==> config.mk <==
export PLATFORM = sky130hd
export DESIGN_NAME = switch_cfg_ctrl
export DESIGN_NICKNAME = d
export VERILOG_FILES = /design/src/rtl/switch_cfg_ctrl.sv
export SDC_FILE = /design/constraint.sdc
export NUM_CORES = 1
export LEC_CHECK = 0
export CORE_UTILIZATION = 50
export DETAILED_ROUTE_END_ITERATION = 8
export GPL_ROUTABILITY_DRIVEN = 1
export HOLD_SLACK_MARGIN = 0.06
export PLACE_DENSITY_LB_ADDON = 0.15
export SLEW_MARGIN = 20
export SYNTH_ARGS = -nofsm -noshare
export SYNTH_HDL_FRONTEND = slang
export SYNTH_SLANG_ARGS = --single-unit
==> constraint.sdc <==
create_clock -name clk -period 2.69 [get_ports clk]
set_input_delay 0.538 -clock clk [delete_from_list [all_inputs] [get_ports clk]]
set_output_delay 0.538 -clock clk [all_outputs]
set_load 0.01 [all_outputs]
==> src/rtl/switch_cfg_ctrl.sv <==
// Break-before-make shadow/active connection map controller for a 16x16 switch.
// Optional readback of the active map when SWITCH_CFG_READBACK_EN is defined.
module switch_cfg_ctrl #(
  parameter int BLANK_CYCLES = 2
) (
  input  logic        clk,
  input  logic        reset,
  input  logic        cfg_valid,
  output logic        cfg_ready,
  input  logic [3:0]  cfg_port,
  input  logic [3:0]  cfg_src,
  input  logic        cfg_en,
  input  logic        commit,
  output logic        commit_done,
  output logic [63:0] sel_bus,
`ifdef SWITCH_CFG_READBACK_EN
  input  logic [3:0]  rd_port,
  output logic [3:0]  rd_src,
  output logic        rd_en,
`endif
  output logic [15:0] oe_bus
);

  typedef enum logic [1:0] {
    IDLE  = 2'd0,
    BLANK = 2'd1,
    APPLY = 2'd2
  } state_e;

  state_e state_q, state_d;

  logic [15:0][3:0] sh_src_q, sh_src_d;
  logic [15:0]      sh_en_q, sh_en_d;
  logic [15:0][3:0] act_src_q, act_src_d;
  logic [15:0]      act_en_q, act_en_d;
  logic [15:0]      mask_q, mask_d;
  logic [3:0]       cnt_q, cnt_d;
  logic [63:0]      sel_q, sel_d;
  logic [15:0]      oe_q, oe_d;
  logic             ready_q, ready_d;
  logic             done_q, done_d;
  logic             wr;

  function automatic logic [3:0] gray(input logic [3:0] b);
    return b ^ (b >> 1);
  endfunction

  always_ff @(posedge clk) begin
    if (reset) begin
      state_q   <= IDLE;
      sh_src_q  <= '0;
      sh_en_q   <= '0;
      act_src_q <= '0;
      act_en_q  <= '0;
      mask_q    <= '0;
      cnt_q     <= '0;
      sel_q     <= '0;
      oe_q      <= '0;
      ready_q   <= 1'b1;
      done_q    <= 1'b0;
    end else begin
      state_q   <= state_d;
      sh_src_q  <= sh_src_d;
      sh_en_q   <= sh_en_d;
      act_src_q <= act_src_d;
      act_en_q  <= act_en_d;
      mask_q    <= mask_d;
      cnt_q     <= cnt_d;
      sel_q     <= sel_d;
      oe_q      <= oe_d;
      ready_q   <= ready_d;
      done_q    <= done_d;
    end
  end

  always_comb begin
    state_d = state_q;
    unique case (state_q)
      IDLE:    if (commit) state_d = BLANK;
      BLANK:   if (cnt_q == 4'd0) state_d = APPLY;
      APPLY:   state_d = IDLE;
      default: state_d = IDLE;
    endcase
  end

  always_comb begin
    wr        = cfg_valid && ready_q;
    sh_src_d  = sh_src_q;
    sh_en_d   = sh_en_q;
    act_src_d = act_src_q;
    act_en_d  = act_en_q;
    mask_d    = mask_q;
    cnt_d     = cnt_q;
    sel_d     = sel_q;
    oe_d      = oe_q;
    done_d    = 1'b0;
    ready_d   = (state_d == IDLE);
    if (wr) begin
      sh_src_d[cfg_port] = cfg_src;
      sh_en_d[cfg_port]  = cfg_en;
    end
    unique case (state_q)
      IDLE: begin
        if (commit) begin
          // compare against the shadow including this cycle's write
          for (int k = 0; k < 16; k++) begin
            mask_d[k] = act_en_q[k] &&
                        ((sh_src_d[k] != act_src_q[k]) ||
                         (sh_en_d[k] != act_en_q[k]));
          end
          cnt_d = 4'(BLANK_CYCLES - 1);
          oe_d  = act_en_q & ~mask_d;
        end
      end
      BLANK: begin
        if (cnt_q == 4'd0) begin
          for (int k = 0; k < 16; k++) begin
            sel_d[4*k +: 4] = gray(sh_src_q[k]);
          end
        end else begin
          cnt_d = cnt_q - 4'd1;
        end
      end
      APPLY: begin
        act_src_d = sh_src_q;
        act_en_d  = sh_en_q;
        oe_d      = sh_en_q;
        done_d    = 1'b1;
      end
      default: ;
    endcase
  end

`ifdef SWITCH_CFG_READBACK_EN
  logic [3:0] rd_src_q;
  logic       rd_en_q;

  // reads the next active value so the update shows from the IDLE return
  always_ff @(posedge clk) begin
    if (reset) begin
      rd_src_q <= '0;
      rd_en_q  <= 1'b0;
    end else begin
      rd_src_q <= act_src_d[rd_port];
      rd_en_q  <= act_en_d[rd_port];
    end
  end

  assign rd_src = rd_src_q;
  assign rd_en  = rd_en_q;
`endif

  assign cfg_ready   = ready_q;
  assign commit_done = done_q;
  assign sel_bus     = sel_q;
  assign oe_bus      = oe_q;

endmodule

# After elaboration in Yosys (flattened, before gate mapping)
# Cells that the tools add are included.
# word_totals
reg_bits	248
inputBits	13
out_inout_bits	82
word_cells	156
# op_classes
addsub	1
n_lt_le_gt_ge	2
n_eq_ne	36
muxes	17
bitwise_logic	18
n_reduce_logical	42
# op_table
op	count
bitwise mux 64 bit	1
two-way mux 64 bit	1
inequality test 4 bit	16
bitwise XOR 4 x 3 -> 4 bit	16
two-way mux 16 bit	2
one-hot mux 16 bit (2 select lines)	1
logical AND 1 bit	18
AND 16 bit	1
bitwise mux 16 bit	1
demux 4 bit (select 4 bit)	1
logical OR 1 bit	16
inequality test 1 bit	16
NOT 16 bit	1
two-way mux 4 bit	3
one-hot mux 4 bit (2 select lines)	1
less-than comparator 4 x 5 -> 1 bit, second input constant	1
demux 1 bit (select 4 bit)	1
>= comparator 4 x 1 -> 1 bit, second input constant	1
logical NOT 2 bit	2
logical NOT 4 bit	1
two-way mux 2 bit	2
inequality test 2 bit, second input constant	2
one-hot mux 2 bit (2 select lines)	1
AND reduction 2 bit	2
6 further kinds	8

# Logic depth before layout (Yosys ltp)
# Gate-level depths: netlist (run 1).
# depth
depth_word	13
ltp_mapped	8

# Least setup slack after synthesis (run 1)
# No wires, ideal clock.
# synth_path
path_kind	in2reg
startpoint	in cfg_port[2]
endpoint	reg oe_q[3] (netlist: oe_bus[3])
arrival_ns	1.985
required_time_ns	2.589
path_slack_ns	0.604
cell_stages	6
cell_sequence	or2_2 > buf_2 > nor2_1 > mux2i_1 > xnor2_1 > o41ai_1
# synth_via
elab_chain_len	13
word_cells_on_any_way	19
classes_between	order compare: 2; eq/ne: 2; mux: 10; bitwise: 2; reduce/logical: 3
# synth_lines
element	line_no	source
start: declaration	10	input logic [3:0] cfg_port,
less-than comparator 4 x 5 -> 1 bit (not written as such) or >= comparator 4 x 1 -> 1 bit (tied branches)	99, 100	
logical AND 1 bit (not written as such)	99, 100	
two-way mux 4 bit (not written as such) or two-way mux 1 bit (tied branches)	99, 100	
demux 4 bit (select 4 bit) or demux 1 bit (select 4 bit) (tied branches)	99, 100	
bitwise mux 64 bit or bitwise mux 16 bit (tied branches)	99, 100	
two-way mux 64 bit or two-way mux 16 bit (tied branches)	98	if (wr) begin
inequality test 4 bit or inequality test 1 bit (tied branches)	108, 109	
logical OR 1 bit *	108	((sh_src_d[k] != act_src_q[k]) ||
logical AND 1 bit *	107	mask_d[k] = act_en_q[k] &&
NOT 16 bit *	112	oe_d = act_en_q & ~mask_d;
AND 16 bit *	112	
two-way mux 16 bit *	104	if (commit) begin
one-hot mux 16 bit (2 select lines) *	102	unique case (state_q)
end signal: assignment	58	oe_q <= '0;
end signal: assignment	70	oe_q <= oe_d;
end: declaration	39	logic [15:0] oe_q, oe_d;
# Mark *: on every way between the ends. The rest lies on a longest branch, timed or not. The select of a mux whose other input is x is not followed.
# A chain may end at the register's enable or synchronous reset.

# Final worst setup path (run 1)
# layout_path
startpoint	reg ready_q (netlist: cfg_ready)
endpoint	out cfg_ready
# layout_rtl
element	line_no	source
start: declaration	40	logic ready_q, ready_d;
start signal: assignment	71	ready_q <= ready_d;
end: declaration	9	output logic cfg_ready,
# No word-level cell between the ends.

==> flow_metrics.env, run 1 <==
export IMPL_routedWlPerCell_um=16.2
export IMPL_register_area_um2=4960
export IMPL_design_area_um2=12600
export IMPL_multiInputGateArea_um2=5080
export IMPL_synth_edf_count=0
export IMPL_cp_start_kind="register"
export IMPL_synth_cells=1254
export IMPL_overflow=0
export IMPL_synthXorXnorAreaFrac_pct=7.15
export IMPL_layout_drive_gt1_share_pct=7.14
export IMPL_crit_slowest_cell="clkdlybuf4s50_1"
export IMPL_dr_pass1_iters=5
export IMPL_synth_distinct_cells=52
export IMPL_fmax_mhz=463
export IMPL_vdd_drop_max_mv=0.422
export IMPL_synth_fp_nets=1269
export IMPL_via_per_inst=5.44
export IMPL_synthesis_area_um2=10400
export IMPL_crit_buf_inv=1
export IMPL_grt_pass1_wl_um=42700
export IMPL_ys_seq_area_share_pct=47.7
export IMPL_route_antenna_remaining_nets=0
export IMPL_final_common_cell="dfxtp_1"
export IMPL_grt_pass1_vias=8151
export IMPL_cts_buffers=27
export IMPL_cts_root_buf="clkbuf_16"
export IMPL_dp_hpwl_um=17100
export IMPL_worst_slew_pin_slew_ns=0.789
export IMPL_place_gp_congestion=0.849
export IMPL_clk_path_buf_depth=3
export IMPL_min_path_type="input port to register"
export IMPL_clock_skew_ns=0.0127
export IMPL_dp_cells=1582
export IMPL_ys_warn_count=0
export IMPL_cts_sinks=248
export IMPL_cp_data_arrival_time_ns=1.62
export IMPL_synth_top_cell_by_area="dfxtp_1"
export IMPL_htreeDepth=1
export IMPL_end_kind="output port"
export IMPL_fp_row_count=52
export IMPL_finalCritPeriodShare_pct=80.3
export IMPL_rsz0062_at_grt="false"
export IMPL_synthMuxAreaShare_pct=4.14
export IMPL_setup_violations=0
export IMPL_p_leak_nw=4.29
export IMPL_fin_util_pct=62.2
export IMPL_yosys_area_share_simple_pct=20.1
export IMPL_hold_viol=0
export IMPL_diodes=0
export IMPL_crit_type="register to output port"
export IMPL_drc_errors=0
export IMPL_dpl_instance_area_um2=11800
export IMPL_grt_max_degree=113
export IMPL_power_mw=8.58
export IMPL_slew_headroom_pct=47.4
export IMPL_track_usage_pct=24.7
export IMPL_io_buffers=94
export IMPL_synth_top_family_by_area="simple AND/OR/NAND/NOR gates"
export IMPL_synth_fa_ha_area_share_pct=0.240
export IMPL_post_cts_buffers=0
export IMPL_required_ns=2.15
export IMPL_vias=8862
export IMPL_avgSynthCellArea_um2=8.30
export IMPL_fp_coreArea_um2=20300
export IMPL_tns_ns=0
export IMPL_clk_latency_ns=0.53
export IMPL_cpLargestDelayFamily="buffers and inverters"
export IMPL_drt_iter0_drc=650
export IMPL_synthArstFlopShare_pct=0
export IMPL_drv_cap=0
export IMPL_nNetsFinal=1356
export IMPL_path_max_fanout=9
export IMPL_antenna_found_initial=0
export IMPL_die_height_um=146
export IMPL_ys_flop_type="dfxtp_1"
export IMPL_clkTransAtPathRegs_ns=0.06
export IMPL_ys_ff_latch=248
export IMPL_fillCellCount=1861
export IMPL_final_cell_mix="dfxtp_1, nand2_1, nor2_1"
export IMPL_drv_slew=0
export IMPL_synthTopCellsByArea="dfxtp_1, nand2_1, a21oi_1"
export IMPL_initial_core_util_pct=51.3
export IMPL_io_pins=95
export IMPL_wl_um=26400
export IMPL_hold_buffers=0
export IMPL_cts_resized=0
export IMPL_powerDensity_nw_per_um2=680
export IMPL_final_cells=1628
export IMPL_min_period_ns=2.16
export IMPL_synth_compound_area_share_pct=17.1
export IMPL_status="complete, no violations"
export IMPL_die_x_um=146
export IMPL_cts_tree="done"
export IMPL_cp_slowest_stage_delay_ns=0.60
export IMPL_path_cells="clkdlybuf4s50_1"
export IMPL_area_growth_pct=21.3
export IMPL_synth_top_area_share_pct=47.7
export IMPL_die_area_um2=21400
-- metrics by stage --
| stage | hold WS [ns] | setup slack [ns] |
|---|---|---|
| after floorplan | 0.433 | 0.604 |
| after global placement | 0.443 | 0.108 |
| after detailed placement | 0.446 | 0.0396 |
| after CTS | 0.358 | 0.519 |
| after global routing | 0.380 | 0.423 |
| final | 0.360 | 0.531 |
-- sequential cells by signal, indices dropped and copies added, names as in the netlist, 2 cells and up --
register and flops:
state_q 2, oe_bus 16, sh_src_q 64, act_src_q 64
sh_en_q 16, act_en_q 16, sel_bus 64, cnt_q 4
-- final timing paths --
kind	cells past startpoint	from	slack, ns	end
max	1	cfg_ready	0.53	cfg_ready
min reg2reg	2	sel_bus[3]	0.45	sel_bus[3]
max reg2reg	5	cfg_ready	0.62	oe_bus[8]
min	2	reset	0.36	sh_src_q[55]
-- layer usage --
metal | vias up | share of wire (%) | GRT usage, %
met2 | 226 | 46 | 40.0
met4 | 0 | 2.5 | 7.24
met1 | 4146 | 46 | 34.6
met5 | - | 0 | 0
li1 | 4443 | - | -
met3 | 47 | 5.5 | 2.94
-- layout make-up --
type / count / share of cell area [%]
Clock inverter: 5 / 0.228
Sequential cell: 248 / 39.3
Tap cell: 270 / 2.68
Clock buffer: 41 / 6.24
Multi-Input combinational cell: 910 / 40.3
Inverter: 12 / 0.357
Timing Repair Buffer: 142 / 10.9
-- synth_stat cells, types with 4 or more instances --
library cell / count
a211oi_1: 51
a21boi_0: 19
a21oi_1: 138
a22oi_1: 4
a41o_1: 13
and3_1: 7
buf_1: 8
buf_2: 14
clkbuf_1: 62
dfxtp_1: 248
inv_1: 10
mux2i_1: 43
nand2_1: 236
nand2b_1: 4
nand3_1: 7
nor2_1: 169
nor3_1: 39
nor4_1: 4
o21a_1: 12
o21ai_0: 17
o22a_1: 6
or3_1: 7
xnor2_1: 55
xor2_1: 30
-- cells by family after synthesis --
logic type,after synthesis
muxes,43
xor gates and xnor gates,85
and+or+nand+nor,498
buffers and inverters,96
DFF,248
AOI/OAI and AO/OA,282
adders and majority gates,2
-- power breakdown --
part / internal [mW] / total (mW) / leakage, nW / switching (mW)
registers: 3.84 / 3.95 / 2.00 / 0.110
clock network: 2.00 / 3.45 / 0.405 / 1.45
logic: 0.503 / 1.17 / 1.88 / 0.669
total: 6.35 / 8.58 / 4.29 / 2.23
Note: power is estimated with default switching activity, not from simulation.
==> run 2: changes to the inputs <==
==> constraint.sdc (replaced) <==
create_clock -name clk -period 1.85 [get_ports clk]
set_input_delay 0.37 -clock clk [delete_from_list [all_inputs] [get_ports clk]]
set_output_delay 0.37 -clock clk [all_outputs]
set_load 0.01 [all_outputs]
==> flow_metrics.env, run 2 (same netlist as run 1, synthesis figures left out) <==
export IMPL_final_cells=1736
export IMPL_grt_pass1_vias=8795
export IMPL_place_gp_congestion=0.862
export IMPL_setup_violations=0
export IMPL_dr_pass1_iters=5
export IMPL_hold_ws_ns=0.0826
export IMPL_finalCritPeriodShare_pct=98.4
export IMPL_end_kind="register"
export IMPL_crit_type="register to register"
export IMPL_clk_latency_ns=0.52
export IMPL_path_max_fanout=7
export IMPL_die_area_um2=21400
export IMPL_initial_core_util_pct=51.3
export IMPL_via_per_inst=5.49
export IMPL_dp_cells=1682
export IMPL_clkTransAtPathRegs_ns=0.06
export IMPL_min_path_type="input port to register"
export IMPL_status="complete, no violations"
export IMPL_powerDensity_nw_per_um2=908
export IMPL_layout_drive_gt1_share_pct=17.1
export IMPL_min_to="sh_en_q[10]"
export IMPL_nNetsFinal=1464
export IMPL_drt_iter0_drc=632
export IMPL_r2r_end="oe_bus[10]"
export IMPL_hold_viol=0
export IMPL_antenna_found_initial=0
export IMPL_setup_slack_ns=0.0303
export IMPL_wl_um=29000
export IMPL_routedWlPerCell_um=16.7
export IMPL_dpl_instance_area_um2=12600
export IMPL_fp_coreArea_um2=20300
export IMPL_die_height_um=146
export IMPL_io_pins=95
export IMPL_cp_data_arrival_time_ns=2.25
export IMPL_rsz0062_at_grt="true"
export IMPL_cp_start_kind="register"
export IMPL_die_x_um=146
export IMPL_final_common_cell="dfxtp_1"
export IMPL_slew_headroom_pct=55.0
export IMPL_fp_row_count=52
export IMPL_fillCellCount=1690
export IMPL_min_delay_start="reset"
export IMPL_vias=9527
export IMPL_design_area_um2=13800
export IMPL_drc_errors=0
export IMPL_route_antenna_remaining_nets=0
export IMPL_track_usage_pct=25.6
export IMPL_cts_sinks=248
export IMPL_drv_slew=0
export IMPL_cts_root_buf="clkbuf_16"
export IMPL_dp_hpwl_um=18400
export IMPL_hold_depth=2
export IMPL_final_cell_mix="dfxtp_1, nand2_1, nor2_1"
export IMPL_htreeDepth=1
export IMPL_area_growth_pct=32.9
export IMPL_grt_max_degree=91
export IMPL_startpoint="cfg_ready"
export IMPL_hold_buffers=0
export IMPL_clock_skew_ns=0.00806
export IMPL_power_mw=12.6
export IMPL_p_leak_nw=4.94
export IMPL_fmax_mhz=550
export IMPL_io_buffers=94
export IMPL_required_ns=2.28
export IMPL_vdd_drop_max_mv=0.670
export IMPL_min_period_ns=1.82
export IMPL_cts_buffers=25
export IMPL_diodes=0
export IMPL_reg2reg_depth=7
export IMPL_dpl_worst_slack_ns=-0.647
export IMPL_timing_rr_start="cfg_ready"
export IMPL_grt_pass1_wl_um=44600
export IMPL_drv_cap=0
export IMPL_overflow=0
export IMPL_worst_slew_pin_slew_ns=0.676
export IMPL_cts_tree="done"
export IMPL_rrSetupSlack_ns=0.03
export IMPL_clk_path_buf_depth=3
[run 2: report_power, final]
| part | leakage, nW | internal (mW) | switching [mW] |
|---|---|---|---|
| combinational | 2.56 | 0.934 | 1.10 |
| sequential | 2.01 | 5.59 | 0.158 |
| clock | 0.373 | 2.74 | 2.03 |
[run 2: metrics by stage]
step	utilization [%]	TNS, ns
floorplan	-	-0.000892
global placement	62.2	-27.75
detailed placement	62.2	-31.36
CTS	66.1	-0.0746
global route	68.1	-0.100
finish	68.1	0
[run 2: layer usage]
metal,vias to the layer above,track usage [%],share of wire [%]
li1,4656,-,-
met1,4557,33.7,45
met2,260,43.7,48
met3,54,3.34,5.3
met4,0,7.81,2.6
met5,-,0,0
[run 2: layout make-up]
cell class / instances / area, µm² / area share [%]
Sequential cell: 248 / 4970 / 35.9
Timing Repair Buffer: 251 / 2330 / 16.9
Tap cell: 270 / 338 / 2.44
Inverter: 12 / 48.8 / 0.353
Multi-Input combinational cell: 911 / 5370 / 38.9
Clock buffer: 42 / 749 / 5.42
Clock inverter: 2 / 13.8 / 0.0995
[run 2: timing repair]
item | 4_1_cts | 5_1_grt
setup endpoints to repair | 16 | 25
endpoints found under the hold margin | 0 | 0
buffers inserted | 2 | 5
gates resized for setup | 10 | 70
pin swaps | 1 | 8
gates cloned | 0 | 3
[run 2: worst max-delay path by stage]
stage	slack [ns]	to	cells after the start
2_1_floorplan	-0.0009	oe_bus[3]	5
3_3_place_gp	-0.57	oe_bus[0]	6
3_5_place_dp	-0.65	oe_bus[0]	6
4_1_cts	-0.07	cfg_ready	2
5_1_grt	-0.03	oe_bus[10]	7
6_report	0.03	oe_bus[10]	7
[run 2: worst max-delay path: stages, from the launching register on]
cell     delay, ns
dfxtp_4       0.37
buf_6         0.13
and4b_2       0.31
buf_4         0.17
a21oi_1       0.15
a21oi_1       0.10
a22o_1        0.21
o41ai_2       0.29
==> run 3: changes to the inputs <==
--- a/config.mk
+++ b/config.mk
@@ -9,7 +9,7 @@
 export DETAILED_ROUTE_END_ITERATION = 8
 export GPL_ROUTABILITY_DRIVEN = 1
 export HOLD_SLACK_MARGIN = 0.06
-export PLACE_DENSITY_LB_ADDON = 0.15
+export PLACE_DENSITY = 0.74
 export SLEW_MARGIN = 20
 export SYNTH_ARGS = -nofsm -noshare
 export SYNTH_HDL_FRONTEND = slang
==> flow_metrics.env, run 3 (same netlist as run 1, synthesis figures left out) <==
export IMPL_status="complete, no violations"
export IMPL_path_cells="clkdlybuf4s50_1"
export IMPL_clock_skew_ns=0.00666
export IMPL_place_gp_congestion=0.846
export IMPL_p_sw_mw=3.33
export IMPL_met2_usage_pct=46.0
export IMPL_crit_type="register to output port"
export IMPL_required_ns=1.48
export IMPL_die_height_um=146
export IMPL_min_period_ns=1.81
export IMPL_crit_slowest_cell="clkdlybuf4s50_1"
export IMPL_drv_cap=0
export IMPL_final_cells=1726
export IMPL_worst_slew_pin_slew_ns=0.641
export IMPL_diodes=0
export IMPL_fp_row_count=52
export IMPL_clk_latency_ns=0.53
export IMPL_fp_coreArea_um2=20300
export IMPL_route_antenna_remaining_nets=0
export IMPL_setup_slack_ns=0.0398
export IMPL_switching_share_pct=24.9
export IMPL_startpoint="oe_bus[8]"
export IMPL_dp_cells=1672
export IMPL_met3_usage_pct=3.50
export IMPL_nNetsFinal=1451
export IMPL_combinationalPowerShare_pct=14.3
export IMPL_p_int_mw=10.0
export IMPL_final_common_cell="dfxtp_1"
export IMPL_min_delay_start="reset"
export IMPL_clk_path_buf_depth=3
export IMPL_crit_buf_inv=1
export IMPL_slew_headroom_pct=57.3
export IMPL_fillCellCount=1659
export IMPL_end_kind="output port"
export IMPL_cpLargestDelayFamily="buffers and inverters"
export IMPL_p_leak_nw=4.91
export IMPL_clkTransAtPathRegs_ns=0.06
export IMPL_dr_pass1_iters=5
export IMPL_cp_data_arrival_time_ns=1.44
export IMPL_tns_ns=0
export IMPL_cp_start_kind="register"
export IMPL_grt_max_degree=152
export IMPL_drv_slew=0
export IMPL_overflow=0
export IMPL_initial_core_util_pct=51.3
export IMPL_vdd_drop_max_mv=0.674
export IMPL_hold_viol=0
export IMPL_cts_buffers=26
export IMPL_drt_iter0_drc=629
export IMPL_io_pins=95
export IMPL_cts_tree="done"
export IMPL_antenna_found_initial=0
export IMPL_path_max_fanout=2
export IMPL_power_mw=13.4
export IMPL_vias=9467
export IMPL_cp_slowest_stage_delay_ns=0.55
export IMPL_htreeDepth=1
export IMPL_grt_pass1_wl_um=45500
export IMPL_routedWlPerCell_um=16.3
export IMPL_cts_sinks=248
export IMPL_rrSetupSlack_ns=0.05
export IMPL_track_usage_pct=26.0
export IMPL_finalCritPeriodShare_pct=97.8
export IMPL_hold_ws_ns=0.0956
export IMPL_die_area_um2=21400
export IMPL_timing_rr_start="cfg_ready"
export IMPL_area_growth_pct=31.8
export IMPL_top_usage_layer="met2"
export IMPL_final_cell_mix="dfxtp_1, nand2_1, nor2_1"
export IMPL_power_frac_seq_pct=43.0
export IMPL_use_met1_pct=32.5
export IMPL_min_path_type="input port to register"
export IMPL_die_x_um=146
export IMPL_grt_pass1_vias=9235
export IMPL_dpl_worst_slack_ns=-0.702
export IMPL_pwr_share_clk_pct=42.6
export IMPL_layout_drive_gt1_share_pct=15.3
export IMPL_dp_hpwl_um=18200
export IMPL_setup_violations=0
export IMPL_fmax_mhz=552
export IMPL_io_buffers=94
export IMPL_via_per_inst=5.48
export IMPL_powerDensity_nw_per_um2=974
export IMPL_cts_root_buf="clkbuf_16"
export IMPL_drc_errors=0
export IMPL_wl_um=28200
run 3: changes by cell type in the layout (fill, tap and decap cells not counted), sizes merged, moves of 2 or more:
cell | before | now
buf | 156 | 144
bufinv | 0 | 4
clkbuf | 44 | 42
clkinv | 2 | 5
dlygate4sd2 | 2 | 4
dlymetal6s2s | 7 | 4
run 3: path summary, 6_finish.rpt:
| path | endpoint | cells after the start |
|---|---|---|
| min reg2reg | sel_bus[19] | 2 |
| max | oe_bus[8] | 1 |
| min | sh_en_q[10] | 2 |
| max reg2reg | oe_bus[6] | 7 |
run 3: per-layer routing:
metal  share of wire (%)  wire [µm]
met5                   0          0
met4                 2.8        797
met3                 4.6       1290
met2                  49      13900
met1                  43      12200
run 3: what timing repair did:
action,CTS,global route
cloned,0,1
endpoints found under the setup margin,15,46
pin swaps,1,2
hold buffers,0,0
resized for setup,15,29
setup buffers,1,4
run 3: final cells by class:
cell class	count	area (µm²)	area share, %
multi-input cells	910	5250	38.3
flip-flops and latches	248	4970	36.2
repair buffers	238	2160	15.7
clock buffers	41	818	5.97
well taps	270	338	2.46
clock inverters	7	139	1.01
inverters	12	45.0	0.328
run 3: per-stage QoR:
| step | instance area (µm²) | utilization (%) |
|---|---|---|
| floorplan | 10400 | - |
| global placement | 12500 | 61.6 |
| detailed placement | 12500 | 61.6 |
| CTS | 13500 | 66.5 |
| global route | 13700 | 67.6 |
| finish | 13700 | 67.6 |
run 3: power by group through the flow:
| stage | Combinational (mW) | Sequential, mW | Clock, mW |
|---|---|---|---|
| after floorplan | 0.850 | 5.93 | 0 |
| after global placement | 1.79 | 5.85 | 0 |
| after detailed placement | 1.82 | 5.86 | 0 |
| after CTS | 1.83 | 5.75 | 5.77 |
| after global routing | 2.06 | 5.78 | 6.01 |
| final | 1.92 | 5.75 | 5.69 |
